$ cat config.mk
export PLATFORM = sky130hd
export DESIGN_NAME = serial_bit_source
export DESIGN_NICKNAME = d
export VERILOG_FILES = /design/src/rtl/serial_bit_source_pkg.sv /design/src/rtl/serial_bit_source_bit_counter.sv /design/src/rtl/serial_bit_source.sv
export SDC_FILE = /design/constraint.sdc
export NUM_CORES = 1
export LEC_CHECK = 0
export CORE_MARGIN = 10
export CORE_UTILIZATION = 40
export DETAILED_ROUTE_END_ITERATION = 8
export GPL_TIMING_DRIVEN = 1
export PLACE_DENSITY = 0.74
export SLEW_MARGIN = 20
export SYNTH_ARGS = -nofsm -noshare
export SYNTH_HDL_FRONTEND = slang
export SYNTH_SLANG_ARGS = --single-unit
$ cat constraint.sdc
create_clock -name clk -period 4.6 [get_ports clk]
set_input_delay 0.92 -clock clk [delete_from_list [all_inputs] [get_ports clk]]
set_output_delay 0.92 -clock clk [all_outputs]
set_load 0.02 [all_outputs]
$ cat src/rtl/serial_bit_source_pkg.sv
// Shared types and defaults for the serial bit source that feeds the 1101 detector.
package serial_bit_source_pkg;

  localparam int unsigned DEFAULT_WIDTH = 8;

  typedef enum logic {
    IDLE     = 1'b0,
    SHIFTING = 1'b1
  } state_t;

endpackage

$ cat src/rtl/serial_bit_source_bit_counter.sv
// Rollover bit counter: counts 0..MAX_COUNT on enable, wraps to 0, flags the last value.
module serial_bit_source_bit_counter #(
  parameter int unsigned MAX_COUNT = 7,
  parameter int unsigned CNT_W     = 3
) (
  input  logic clk,
  input  logic n_rst,
  input  logic clear,
  input  logic en,
  output logic at_max_c
);

  logic [CNT_W-1:0] count;

  assign at_max_c = (count == CNT_W'(MAX_COUNT));

  // Clear wins over enable; enable at the last value rolls over to zero
  always_ff @(posedge clk or negedge n_rst) begin
    if (!n_rst) begin
      count <= '0;
    end else if (clear) begin
      count <= '0;
    end else if (en) begin
      count <= at_max_c ? '0 : count + CNT_W'(1);
    end
  end

endmodule

$ cat src/rtl/serial_bit_source.sv
// Parallel-to-serial word source with a one-word holding register for gapless streaming
// into the 1101 sequence detector.
module serial_bit_source
  import serial_bit_source_pkg::*;
#(
  parameter int unsigned DATA_WIDTH = DEFAULT_WIDTH,
  parameter bit          MSB_FIRST  = 1'b1,
  parameter bit          IDLE_BIT   = 1'b0
) (
  input  logic                  clk,
  input  logic                  n_rst,
  input  logic                  clear,
  input  logic [DATA_WIDTH-1:0] word_in,
  input  logic                  word_valid,
  output logic                  word_ready,
  input  logic                  shift_en,
  output logic                  serial_out,
  output logic                  bit_valid,
  output logic                  busy
);

  localparam int unsigned CNT_W = $clog2(DATA_WIDTH);

  state_t                state;
  state_t                state_nxt;
  logic [DATA_WIDTH-1:0] hold;
  logic                  hold_full;
  logic [DATA_WIDTH-1:0] shreg;
  logic [DATA_WIDTH-1:0] shreg_shifted_c;
  logic                  next_bit_c;
  logic                  last_bit_c;
  logic                  accept_c;
  logic                  load_c;
  logic                  shift_c;

  assign word_ready = !hold_full;
  assign busy       = hold_full || (state == SHIFTING);
  assign accept_c   = word_valid && !hold_full && !clear;

  generate
    if (MSB_FIRST) begin : g_msb
      assign next_bit_c      = shreg[DATA_WIDTH-1];
      assign shreg_shifted_c = {shreg[DATA_WIDTH-2:0], 1'b0};
    end else begin : g_lsb
      assign next_bit_c      = shreg[0];
      assign shreg_shifted_c = {1'b0, shreg[DATA_WIDTH-1:1]};
    end
  endgenerate

  serial_bit_source_bit_counter #(
    .MAX_COUNT (DATA_WIDTH - 1),
    .CNT_W     (CNT_W)
  ) u_bit_counter (
    .clk      (clk),
    .n_rst    (n_rst),
    .clear    (clear || load_c),
    .en       (shift_c),
    .at_max_c (last_bit_c)
  );

  always_ff @(posedge clk or negedge n_rst) begin
    if (!n_rst) begin
      state <= IDLE;
    end else begin
      state <= state_nxt;
    end
  end

  // Load the shifter from hold when idle, or on the last bit so words stream back-to-back
  always_comb begin
    state_nxt = state;
    load_c    = 1'b0;
    shift_c   = 1'b0;
    if (clear) begin
      state_nxt = IDLE;
    end else begin
      unique case (state)
        IDLE: begin
          if (hold_full) begin
            load_c    = 1'b1;
            state_nxt = SHIFTING;
          end
        end
        SHIFTING: begin
          if (shift_en) begin
            shift_c = 1'b1;
            if (last_bit_c) begin
              if (hold_full) begin
                load_c = 1'b1;
              end else begin
                state_nxt = IDLE;
              end
            end
          end
        end
        default: state_nxt = IDLE;
      endcase
    end
  end

  always_ff @(posedge clk or negedge n_rst) begin
    if (!n_rst) begin
      hold       <= '0;
      hold_full  <= 1'b0;
      shreg      <= '0;
      serial_out <= IDLE_BIT;
      bit_valid  <= 1'b0;
    end else begin
      bit_valid <= shift_c;
      if (clear) begin
        hold_full  <= 1'b0;
        serial_out <= IDLE_BIT;
      end else begin
        if (accept_c) begin
          hold      <= word_in;
          hold_full <= 1'b1;
        end else if (load_c) begin
          hold_full <= 1'b0;
        end
        // serial_out holds its last bit while shifting is stalled
        if (shift_c) begin
          serial_out <= next_bit_c;
        end else if (state == IDLE) begin
          serial_out <= IDLE_BIT;
        end
      end
      if (load_c) begin
        shreg <= hold;
      end else if (shift_c) begin
        shreg <= shreg_shifted_c;
      end
    end
  end

endmodule
# [Word-level counts from Yosys, hierarchy flattened]
# Index checks and enable logic that the tools add are counted.
[word_totals] regBits=23 latchBits=0 ramBits=0 rom_bits=0 in_bits=13 output_inout_bits=4 elab_cells=45 n_memories=0
[op_classes] addsub=1 n_mul=0 n_div=0 magnitude_cmp=0 eq_ne=2 shifts=0 muxes=23 bitwise=2 reduce_logical=10
[op_table] op="1-bit two-way mux" n=16
[op_table] op="8-bit two-way mux" n=2
[op_table] op="3-bit two-way mux" n=3
[op_table] op="1-bit case mux with 2 select lines" n=2
[op_table] op="2-bit nonzero test" n=2
[op_table] op="3-bit by 1-bit adder with 3-bit output (second input constant)" n=1
[op_table] op="3-bit == test (second input constant)" n=1
[op_table] op="3-bit by 2-bit != test with 1-bit output (second input constant)" n=1
[op_table] op="3-bit nonzero test" n=1
[op_table] op="1-bit logical AND" n=2
[op_table] op="1-bit logical NOT" n=2
[op_table] op="1-bit logical OR" n=2
[op_table] op="1-bit NOT" n=2
[op_table] op="2-bit AND reduction" n=1

# [Logic depth before layout (Yosys ltp)]
# Gate-level depths: netlist of run 1.
[logic_depth] word_depth=8 mapped_depth=6 mapped_depth_nobuf=5

# [Modules after synthesis]
# From an unflattened synthesis of run 1, not the netlist that was laid out.
[hier_totals] cells_unflattened=71 hier_area_um2=1062.3
[by_module_without_submodules] mod="serial_bit_source" n_inst=1 cells_each=59 area_each_um2=910.9 seq_area_each_um2=500.5
[by_module_without_submodules] mod="serial_bit_source_bit_counter" n_inst=1 cells_each=12 area_each_um2=151.4 seq_area_each_um2=75.1

# [Worst setup path after synthesis of run 1]
# OpenSTA, ideal clock, no wires.
[synth_path] path_kind="input to register" start="in word_valid" end="reg hold[1]" setup_ns=0.125 arrival_time_ns=1.709 t_required_ns=4.475 path_slack_ns=2.766 cell_stages=2 n_path_buf=0 cell_sequence="nor3b_2 > mux2_2"
[synth_between] elab_chain_cells=3
[synth_rtl] element="from (decl)" line="serial_bit_source.sv:14" text="input logic word_valid,"
[synth_rtl] element="1-bit logical AND (2 in a row)" line="serial_bit_source.sv:38" text="assign accept_c = word_valid && !hold_full && !clear;"
[synth_rtl] element="2-bit AND reduction (no line)"
[synth_rtl] element="to (signal assigned)" line="serial_bit_source.sv:115" text="hold <= word_in;"
[synth_rtl] element="to (decl)" line="serial_bit_source.sv:26" text="logic [DATA_WIDTH-1:0] hold;"
# No other way between the ends.
# A chain may end at the register's enable or synchronous reset.

# [Worst setup path in the final report of run 1]
[layout_path] start="in clear" end="reg u_bit_counter.count[0]"
[layout_between] elab_chain_cells=3 elab_cells_between_ends=5 classes_between="mux (3); reduce/logical (2)"
[layout_rtl] element="from (decl)" line="serial_bit_source.sv:12" text="input logic clear,"
[layout_rtl] element="1-bit two-way mux" line="serial_bit_source.sv:74" text="if (clear) begin"
[layout_rtl] element="1-bit logical OR" line="serial_bit_source.sv:56" text=".clear (clear || load_c),"
[layout_rtl] element="3-bit two-way mux / 2-bit nonzero test (equally long branches)"
[layout_rtl] element="to (signal assigned)" line="serial_bit_source_bit_counter.sv:24" text="count <= at_max_c ? '0 : count + CNT_W'(1);"
[layout_rtl] element="to (decl)" line="serial_bit_source_bit_counter.sv:13" text="logic [CNT_W-1:0] count;"
# Parallel ways exist; a longest one is shown, timed or not.

==> flow_metrics.env, run 1 <==
export IMPL_core_area_sq_mm=0.002455
export IMPL_clkSinkCount=23
export IMPL_drt_wirelength_per_cell_um=13.84
export IMPL_cts_root_buffer_cell="clkbuf_4"
export IMPL_critPathSlowestCell="nand3b_1"
export IMPL_grt_pass1_vias=698
export IMPL_finalMaxSlewViolations=0
export IMPL_clk_pin_slew_ns=0.13
export IMPL_syn_to_final_growth_pct=19.80
export IMPL_antenna_found_initial=0
export IMPL_fillCellCount=224
export IMPL_critPathLaunchType="input pin"
export IMPL_crit_family="simple AND/OR/NAND/NOR gates"
export IMPL_critical_path_arrival_ns=2.84
export IMPL_start_util=0.4118
export IMPL_max_freq_mhz=385.1
export IMPL_drcViolationCount=0
export IMPL_die_w_um=70.28
export IMPL_post_synth_inst_count=82
export IMPL_path_cells="clkdlybuf4s50_1, nand3b_1, or3_1, a21oi_1"
export IMPL_worstPathRequired_ns=4.84
export IMPL_numCtsBuffers=3
export IMPL_fin_nets=115
export IMPL_via_per_inst=5.155
export IMPL_yosysTopAreaCell="dfrtp_1"
export IMPL_drtPass1Iterations=4
export IMPL_routed_wirelength_um=1785
export IMPL_rows=18
export IMPL_ant_nets=0
export IMPL_slew_headroom=0.5451
export IMPL_fin_util=0.4934
export IMPL_place_congestion=0.7085
export IMPL_ys_top_cells_by_area="dfrtp_1, mux2i_1, mux2_2"
export IMPL_fin_crit_ns=2.597
export IMPL_insertion_delay_ns=0.31
export IMPL_p_sw_frac=0.2748
export IMPL_drt_iter0_drc=27
export IMPL_cts_tree="yes"
export IMPL_power_w=0.0004554
export IMPL_cts_max_level=1
export IMPL_grt_usage=0.07701
export IMPL_cts_hold_buffers=0
export IMPL_port_buffers=16
export IMPL_crit_path_end_kind="flip-flop"
export IMPL_path_class="in2reg"
export IMPL_yosysTopAreaCellShare=0.5693
export IMPL_setup_viol=0
export IMPL_drive_gt1_frac=0.1616
export IMPL_hold_path_class="reg2reg"
export IMPL_p_switching_w=0.0001251
export IMPL_seqPwrFrac=0.590
export IMPL_maxCapViolCount=0
export IMPL_synth_fp_nets=97
export IMPL_internal_power_w=0.0003303
export IMPL_pin_count=17
export IMPL_grt_max_degree=24
export IMPL_max_stage_delay_ns=0.66
export IMPL_leakage_nw=0.5731
export IMPL_combinationalPowerShare=0.203
export IMPL_vias=665
export IMPL_post_dp_cell_area_sq_mm=0.001186
export IMPL_period_share=0.5645
export IMPL_rsz0062_at_grt="no"
export IMPL_ctsLongestPathBuffers=2
export IMPL_final_seq_area_sq_um=575.6
export IMPL_worstMarginPinSlew_ns=0.6803
export IMPL_synth_warnings=0
export IMPL_die_area_sq_mm=0.004939
export IMPL_path_buf_inv=1
export IMPL_hpwl_um=1357
export IMPL_setup_tns_ns=0
export IMPL_pwr_share_clk=0.206
export IMPL_ys_ff_latch=23
export IMPL_antenna_cells=0
export IMPL_ir_drop_mv=0.2702
export IMPL_status="finished clean"
export IMPL_grt_pass1_wl_um=3249
export IMPL_multi_input_area_sq_um=401.6
export IMPL_grt_overflow=0
export IMPL_final_area_sq_mm=0.001211
export IMPL_syn_avg_cell_area_sq_um=12.33
export IMPL_post_cts_buffers=0
export IMPL_yosysUniqueCellTypes=21
export IMPL_netlist_area_sq_mm=0.001011
export IMPL_finalClockSkew_ns=0.002970
export IMPL_hold_viol_final=0
export IMPL_critical_path_max_fanout=13
export IMPL_cts_resized=0
export IMPL_p_per_area_mw_per_mm2=376.0
export IMPL_die_y_um=70.28
export IMPL_yosysSeqAreaShare=0.5693
export IMPL_hold_ws_ns=0.5265
[stage by stage]
| step | cells | setup slack (ns) |
|---|---|---|
| after floorplan | 82 | 2.766 |
| after global placement | 125 | 1.782 |
| after detailed placement | 125 | 1.677 |
| after CTS | 129 | 2.017 |
| after global routing | 129 | 1.914 |
| final | 129 | 2.003 |
[power by group through the flow]
stage               Combinational (W)   Clock, W  Sequential [W]
finish                      0.0000925  0.0000940        0.000269
global route                 0.000104   0.000112        0.000275
CTS                         0.0000950   0.000101        0.000270
detailed placement          0.0000936          0        0.000274
global placement            0.0000909          0        0.000273
floorplan                   0.0000652          0        0.000268
[worst paths after layout]
path / from / endpoint / slack [ns] / depth (start not counted)
min: hold[3] / hold[3] / 0.53 / 1
max: clear / u_bit_counter.count[0] / 2.00 / 4
max in group asynchronous: n_rst / u_bit_counter.count[0] / 3.72 / 1
min in group asynchronous: n_rst / u_bit_counter.count[2] / 0.55 / 1
max reg2reg: u_bit_counter.count[0] / shreg[0] / 2.79 / 5
min reg2reg: hold[3] / hold[3] / 0.53 / 1
[layout by cell type (no fill, tap or decap), types with 3 or more instances in the layout]
cell type        count
dfrtp_1             23
clkdlybuf4s50_1     15
mux2i_1             11
a21oi_1              8
mux2_2               7
nor4_1               7
nor2_1               6
nand2_1              3
clkbuf_4             3
[cell families (layout without fill, tap and decap cells)]
kind of cell    after synthesis  count (layout)  share of synthesized area
compound gates               11              11                    0.06312
fa+ha+maj                     2               2                    0.02475
buf+inv                       6              23                    0.03341
flops                        23              23                     0.5693
mux                          18              18                     0.1869
simple gates                 22              22                     0.1225
[sequential cells by signal (all words and copies together), names as in the netlist]
register             flops
state                    1
hold                     8
u_bit_counter.count      3
serial_out               1
hold_full                1
shreg                    8
bit_valid                1
[synth_stat cells]
| cell type | instances |
|---|---|
| o21bai_1 | 1 |
| nand2_1 | 3 |
| nor4_1 | 7 |
| a21oi_1 | 8 |
| or3_1 | 2 |
| ha_1 | 2 |
| dfrtp_1 | 23 |
| buf_4 | 1 |
| buf_6 | 1 |
| clkbuf_1 | 1 |
| mux2i_1 | 11 |
| or2_2 | 1 |
| a21boi_2 | 1 |
| mux2_2 | 7 |
| nor3b_2 | 1 |
| nor2_1 | 6 |
| nand3b_1 | 1 |
| inv_1 | 2 |
| inv_2 | 1 |
| o21ai_0 | 1 |
| nor3b_1 | 1 |
[cell type report]
cell class              instances  share of cell area
repair buffers                 16              0.1281
inverters                       3            0.009298
multi-input cells              53              0.3316
clock buffers                   3             0.01860
well taps                      30             0.03099
flip-flops and latches         23              0.4752
clock inverters                 1            0.006198
[metal layers]
metal / wire length, um / part of all wire / track usage / vias up
li1: - / - / - / 330
met1: 817 / 0.46 / 0.09314 / 320
met4: 9 / 0.0050 / 0.006579 / 0
met3: 96 / 0.054 / 0.03672 / 2
met2: 861 / 0.48 / 0.1248 / 13
met5: 0 / 0 / 0 / -
No activity file was read; power rests on OpenSTA's default activity.
==> run 2, diff against run 1 <==
Clock period 4.6 ns to 2.5 ns, I/O delays scaled along.
==> run 2 against run 1 <==
Effect of this change: register-to-register slack got worse by 2.0 ns; die area stayed put; sequential power is 85% higher; largest power group unchanged.
==> flow_metrics.env, run 2 (synthesized netlist as in run 1, its figures left out) <==
export IMPL_status="finished clean"
export IMPL_finalMaxSlewViolations=0
export IMPL_setup_tns_ns=0
export IMPL_cts_resized=0
export IMPL_layout_common_cells="dfrtp_1, clkdlybuf4s50_1, mux2i_1"
export IMPL_antenna_found_initial=0
export IMPL_largestRegisters="hold x8, shreg x8, u_bit_counter.count x3"
export IMPL_core_area_sq_mm=0.002455
export IMPL_die_y_um=70.28
export IMPL_cts_max_level=1
export IMPL_rows=18
export IMPL_setup_viol=0
export IMPL_finalClockSkew_ns=0.003279
export IMPL_hold_ws_ns=0.5232
export IMPL_ctsLongestPathBuffers=2
export IMPL_grt_max_degree=24
export IMPL_max_stage_delay_ns=0.54
export IMPL_crit_path_start="hold_full"
export IMPL_drcViolationCount=0
export IMPL_path_buf_inv=1
export IMPL_grt_pass1_vias=748
export IMPL_max_freq_mhz=476.8
export IMPL_worstPathRequired_ns=2.00
export IMPL_drtPass1Iterations=2
export IMPL_path_cells="or2_2, clkdlybuf4s50_1"
export IMPL_syn_to_final_growth_pct=22.90
export IMPL_rsz0062_at_grt="no"
export IMPL_slew_headroom=0.7190
export IMPL_clkSinkCount=23
export IMPL_hpwl_um=1421
export IMPL_vias=682
export IMPL_critPathLaunchType="flip-flop"
export IMPL_critical_path_arrival_ns=1.60
export IMPL_critical_path_max_fanout=5
export IMPL_hold_path_class="reg2reg"
export IMPL_place_congestion=0.7425
export IMPL_start_util=0.4118
export IMPL_critPathSlowestCell="clkdlybuf4s50_1"
export IMPL_cts_hold_buffers=0
export IMPL_fin_crit_ns=2.098
export IMPL_antenna_cells=0
export IMPL_grt_overflow=0
export IMPL_final_common_cell="dfrtp_1"
export IMPL_path_class="reg2out"
export IMPL_crit_path_end_kind="output port"
export IMPL_ir_drop_mv=0.4228
export IMPL_grt_usage=0.08048
export IMPL_power_w=0.0008412
export IMPL_period_share=0.8390
export IMPL_via_per_inst=5.128
export IMPL_drive_gt1_frac=0.1748
export IMPL_pin_count=17
export IMPL_maxCapViolCount=0
export IMPL_post_cts_buffers=0
export IMPL_p_per_area_mw_per_mm2=677.0
export IMPL_fin_nets=119
export IMPL_insertion_delay_ns=0.31
export IMPL_hold_start="hold[5]"
export IMPL_drt_wirelength_per_cell_um=13.80
export IMPL_clk_pin_slew_ns=0.12
export IMPL_r2r_slack_ns=0.80
export IMPL_grt_pass1_wl_um=3346
export IMPL_cts_root_buffer_cell="clkbuf_4"
export IMPL_placed_cells=129
export IMPL_leakage_nw=0.5935
export IMPL_worstMarginPinSlew_ns=0.4202
export IMPL_reg2reg_from="u_bit_counter.count[0]"
export IMPL_hold_viol_final=0
export IMPL_cts_tree="yes"
export IMPL_ant_nets=0
export IMPL_port_buffers=16
export IMPL_drt_iter0_drc=34
export IMPL_numCtsBuffers=3
export IMPL_crit_family="buffers and inverters"
export IMPL_die_w_um=70.28
export IMPL_routed_wirelength_um=1835
export IMPL_final_cells=133
export IMPL_die_area_sq_mm=0.004939
[run 2: final cells by class]
class	instances	area, sq um
Fill cell	226	1212
Tap cell	30	37.54
Sequential cell	23	575.6
Inverter	3	11.26
Clock buffer	4	26.28
Timing Repair Buffer	20	190.2
Multi-Input combinational cell	53	401.6
[run 2: worst paths after layout]
path                       depth (start not counted)                     end
hold reg to reg                                    1                 hold[5]
hold / removal                                     1                 hold[5]
setup / recovery                                   2                    busy
min in group asynchronous                          2  u_bit_counter.count[1]
max in group asynchronous                          2                   state
setup reg to reg                                   6                shreg[0]
[run 2: layer usage]
layer,vias to the layer above,track usage,wire [um]
met3,4,0.02684,101
li1,337,-,-
met1,329,0.09485,813
met4,0,0.03289,25
met2,12,0.1297,894
met5,-,0,0
[run 2: report_power, final]
part	switching, W	internal (W)	total (W)
clock	0.000107	0.0000623	0.000169
combinational	0.0000754	0.0000995	0.000175
sequential	0.0000443	0.000453	0.000497
[run 2: metrics by stage]
| stage | setup WS [ns] | utilization | cell area, sq um |
|---|---|---|---|
| global placement | 0.4469 | 0.4954 | 1216 |
| global route | 0.3258 | 0.5061 | 1242 |
| finish | 0.4025 | 0.5061 | 1242 |
| CTS | 0.3736 | 0.5061 | 1242 |
| floorplan | 0.9446 | - | 1011 |
| detailed placement | 0.3962 | 0.4954 | 1216 |
[run 2: worst reg2reg max path, delay by kind of cell, from the launching register on]
| family | cells | cell delay, ns |
|---|---|---|
| AOI/OAI and AO/OA | 1 | 0.14 |
| buffers and inverters | 1 | 0.16 |
| and+or+nand+nor | 1 | 0.27 |
| muxes | 1 | 0.22 |
| adders and majority gates | 2 | 0.43 |
| DFF | 1 | 0.42 |
==> run 3, diff against run 2 <==
Clock period 2.5 ns to 2.1 ns, I/O delays scaled along.
==> run 3 against run 2 <==
Effect of this change: non-clock buffer count unchanged; combinational power rose by 21%; register-to-register slack lost 0.54 ns; routed wire length decreased by 0.44%; final cell count did not move; critical path depth is the same.
==> flow_metrics.env, run 3 (synthesized netlist as in run 1, its figures left out) <==
export IMPL_clk_pin_slew_ns=0.12
export IMPL_routed_wirelength_um=1827
export IMPL_finalMaxSlewViolations=0
export IMPL_critical_path_max_fanout=5
export IMPL_place_congestion=0.6958
export IMPL_start_util=0.4118
export IMPL_fin_crit_ns=2.032
export IMPL_fillCellCount=216
export IMPL_critPathLaunchType="flip-flop"
export IMPL_r2r_slack_ns=0.26
export IMPL_cts_root_buffer_cell="clkbuf_4"
export IMPL_multi_input_area_sq_um=401.6
export IMPL_rows=18
export IMPL_ir_drop_mv=0.5154
export IMPL_hold_ws_ns=0.4458
export IMPL_die_w_um=70.28
export IMPL_pin_count=17
export IMPL_hold_path_class="in2async"
export IMPL_layout_common_cells="dfrtp_1, clkdlybuf4s50_1, mux2i_1"
export IMPL_vias=660
export IMPL_p_per_area_mw_per_mm2=802.2
export IMPL_worstPathRequired_ns=1.68
export IMPL_max_freq_mhz=492.2
export IMPL_crit_path_end_kind="output port"
export IMPL_grt_overflow=0
export IMPL_rr_worst_depth=5
export IMPL_clkSinkCount=23
export IMPL_finalClockSkew_ns=0.007040
export IMPL_ant_nets=0
export IMPL_setup_viol=0
export IMPL_worst_r2r_endpoint="shreg[0]"
export IMPL_drt_wirelength_per_cell_um=13.74
export IMPL_cts_hold_buffers=0
export IMPL_cts_tree="yes"
export IMPL_syn_to_final_growth_pct=24.13
export IMPL_drt_iter0_drc=13
export IMPL_cts_resized=0
export IMPL_drive_gt1_frac=0.1748
export IMPL_maxCapViolCount=0
export IMPL_drtPass1Iterations=4
export IMPL_core_area_sq_mm=0.002455
export IMPL_antenna_found_initial=0
export IMPL_die_y_um=70.28
export IMPL_path_class="reg2out"
export IMPL_period_share=0.9675
export IMPL_ctsLongestPathBuffers=2
export IMPL_hold_viol_final=0
export IMPL_die_area_sq_mm=0.004939
export IMPL_leakage_nw=0.5994
export IMPL_critical_path_arrival_ns=1.61
export IMPL_rsz0062_at_grt="no"
export IMPL_drcViolationCount=0
export IMPL_final_seq_area_sq_um=575.6
export IMPL_hpwl_um=1408
export IMPL_reg2reg_from="u_bit_counter.count[0]"
export IMPL_grt_pass1_vias=708
export IMPL_worstMarginPinSlew_ns=0.4216
export IMPL_via_per_inst=4.962
export IMPL_antenna_cells=0
export IMPL_status="finished clean"
export IMPL_final_common_cell="dfrtp_1"
export IMPL_setup_tns_ns=0
export IMPL_grt_max_degree=24
export IMPL_largestRegisters="hold x8, shreg x8, u_bit_counter.count x3"
export IMPL_cts_max_level=1
export IMPL_slew_headroom=0.7173
export IMPL_numCtsBuffers=3
export IMPL_fin_nets=119
export IMPL_grt_pass1_wl_um=3194
export IMPL_port_buffers=16
export IMPL_grt_usage=0.07756
export IMPL_insertion_delay_ns=0.31
export IMPL_post_cts_buffers=0
==> run 3: layer usage <==
metal  up-vias  global-route usage  wire length [um]
met1       309             0.08571               827
met2        14              0.1307               885
met3         2             0.02684               101
met5         -                   0                 0
li1        335                   -                 -
met4         0             0.03289                13
==> run 3: final cells by class <==
| class | count | share of cell area |
|---|---|---|
| multi-input cells | 53 | 0.3200 |
| well taps | 30 | 0.02991 |
| flip-flops and latches | 23 | 0.4586 |
| clock buffers | 4 | 0.02094 |
| inverters | 3 | 0.008973 |
| repair buffers | 20 | 0.1615 |
==> run 3: power by group <==
| part | total (W) | leakage [nW] | internal [W] | switching, W |
|---|---|---|---|---|
| Sequential | 0.000593 | 0.280 | 0.000539 | 0.0000536 |
| Clock | 0.000203 | 0.0150 | 0.0000742 | 0.000129 |
| Combinational | 0.000211 | 0.304 | 0.000119 | 0.0000916 |
| Total | 0.00101 | 0.599 | 0.000732 | 0.000274 |
==> run 3: worst max-delay path, cell delays in order (launching register included) <==
cell and delay, ns:
dfrtp_1 0.45, or2_2 0.31, clkdlybuf4s50_1 0.54
==> run 3: worst max path at each step <==
stage	cells past startpoint	slack (ns)	startpoint	end
finish	2	0.07	hold_full	busy
global route	2	0.02	hold_full	busy
CTS	2	0.05	hold_full	busy
detailed placement	4	0.17	shift_en	shreg[0]
global placement	4	0.22	shift_en	shreg[0]
floorplan	6	0.54	u_bit_counter.count[0]	shreg[0]
==> run 3: through the flow <==
| step | util | std cells | cell area [sq um] | setup slack, ns | total power (W) |
|---|---|---|---|---|---|
| after detailed placement | 0.5005 | 129 | 1229 | 0.1716 | 0.0008152 |
| final | 0.5112 | 133 | 1255 | 0.06833 | 0.001007 |
| after global placement | 0.5005 | 129 | 1229 | 0.2200 | 0.0008025 |
| after global routing | 0.5112 | 133 | 1255 | 0.02415 | 0.001072 |
| after floorplan | - | 82 | 1011 | 0.5446 | 0.0007296 |
| after CTS | 0.5112 | 133 | 1255 | 0.05061 | 0.001017 |
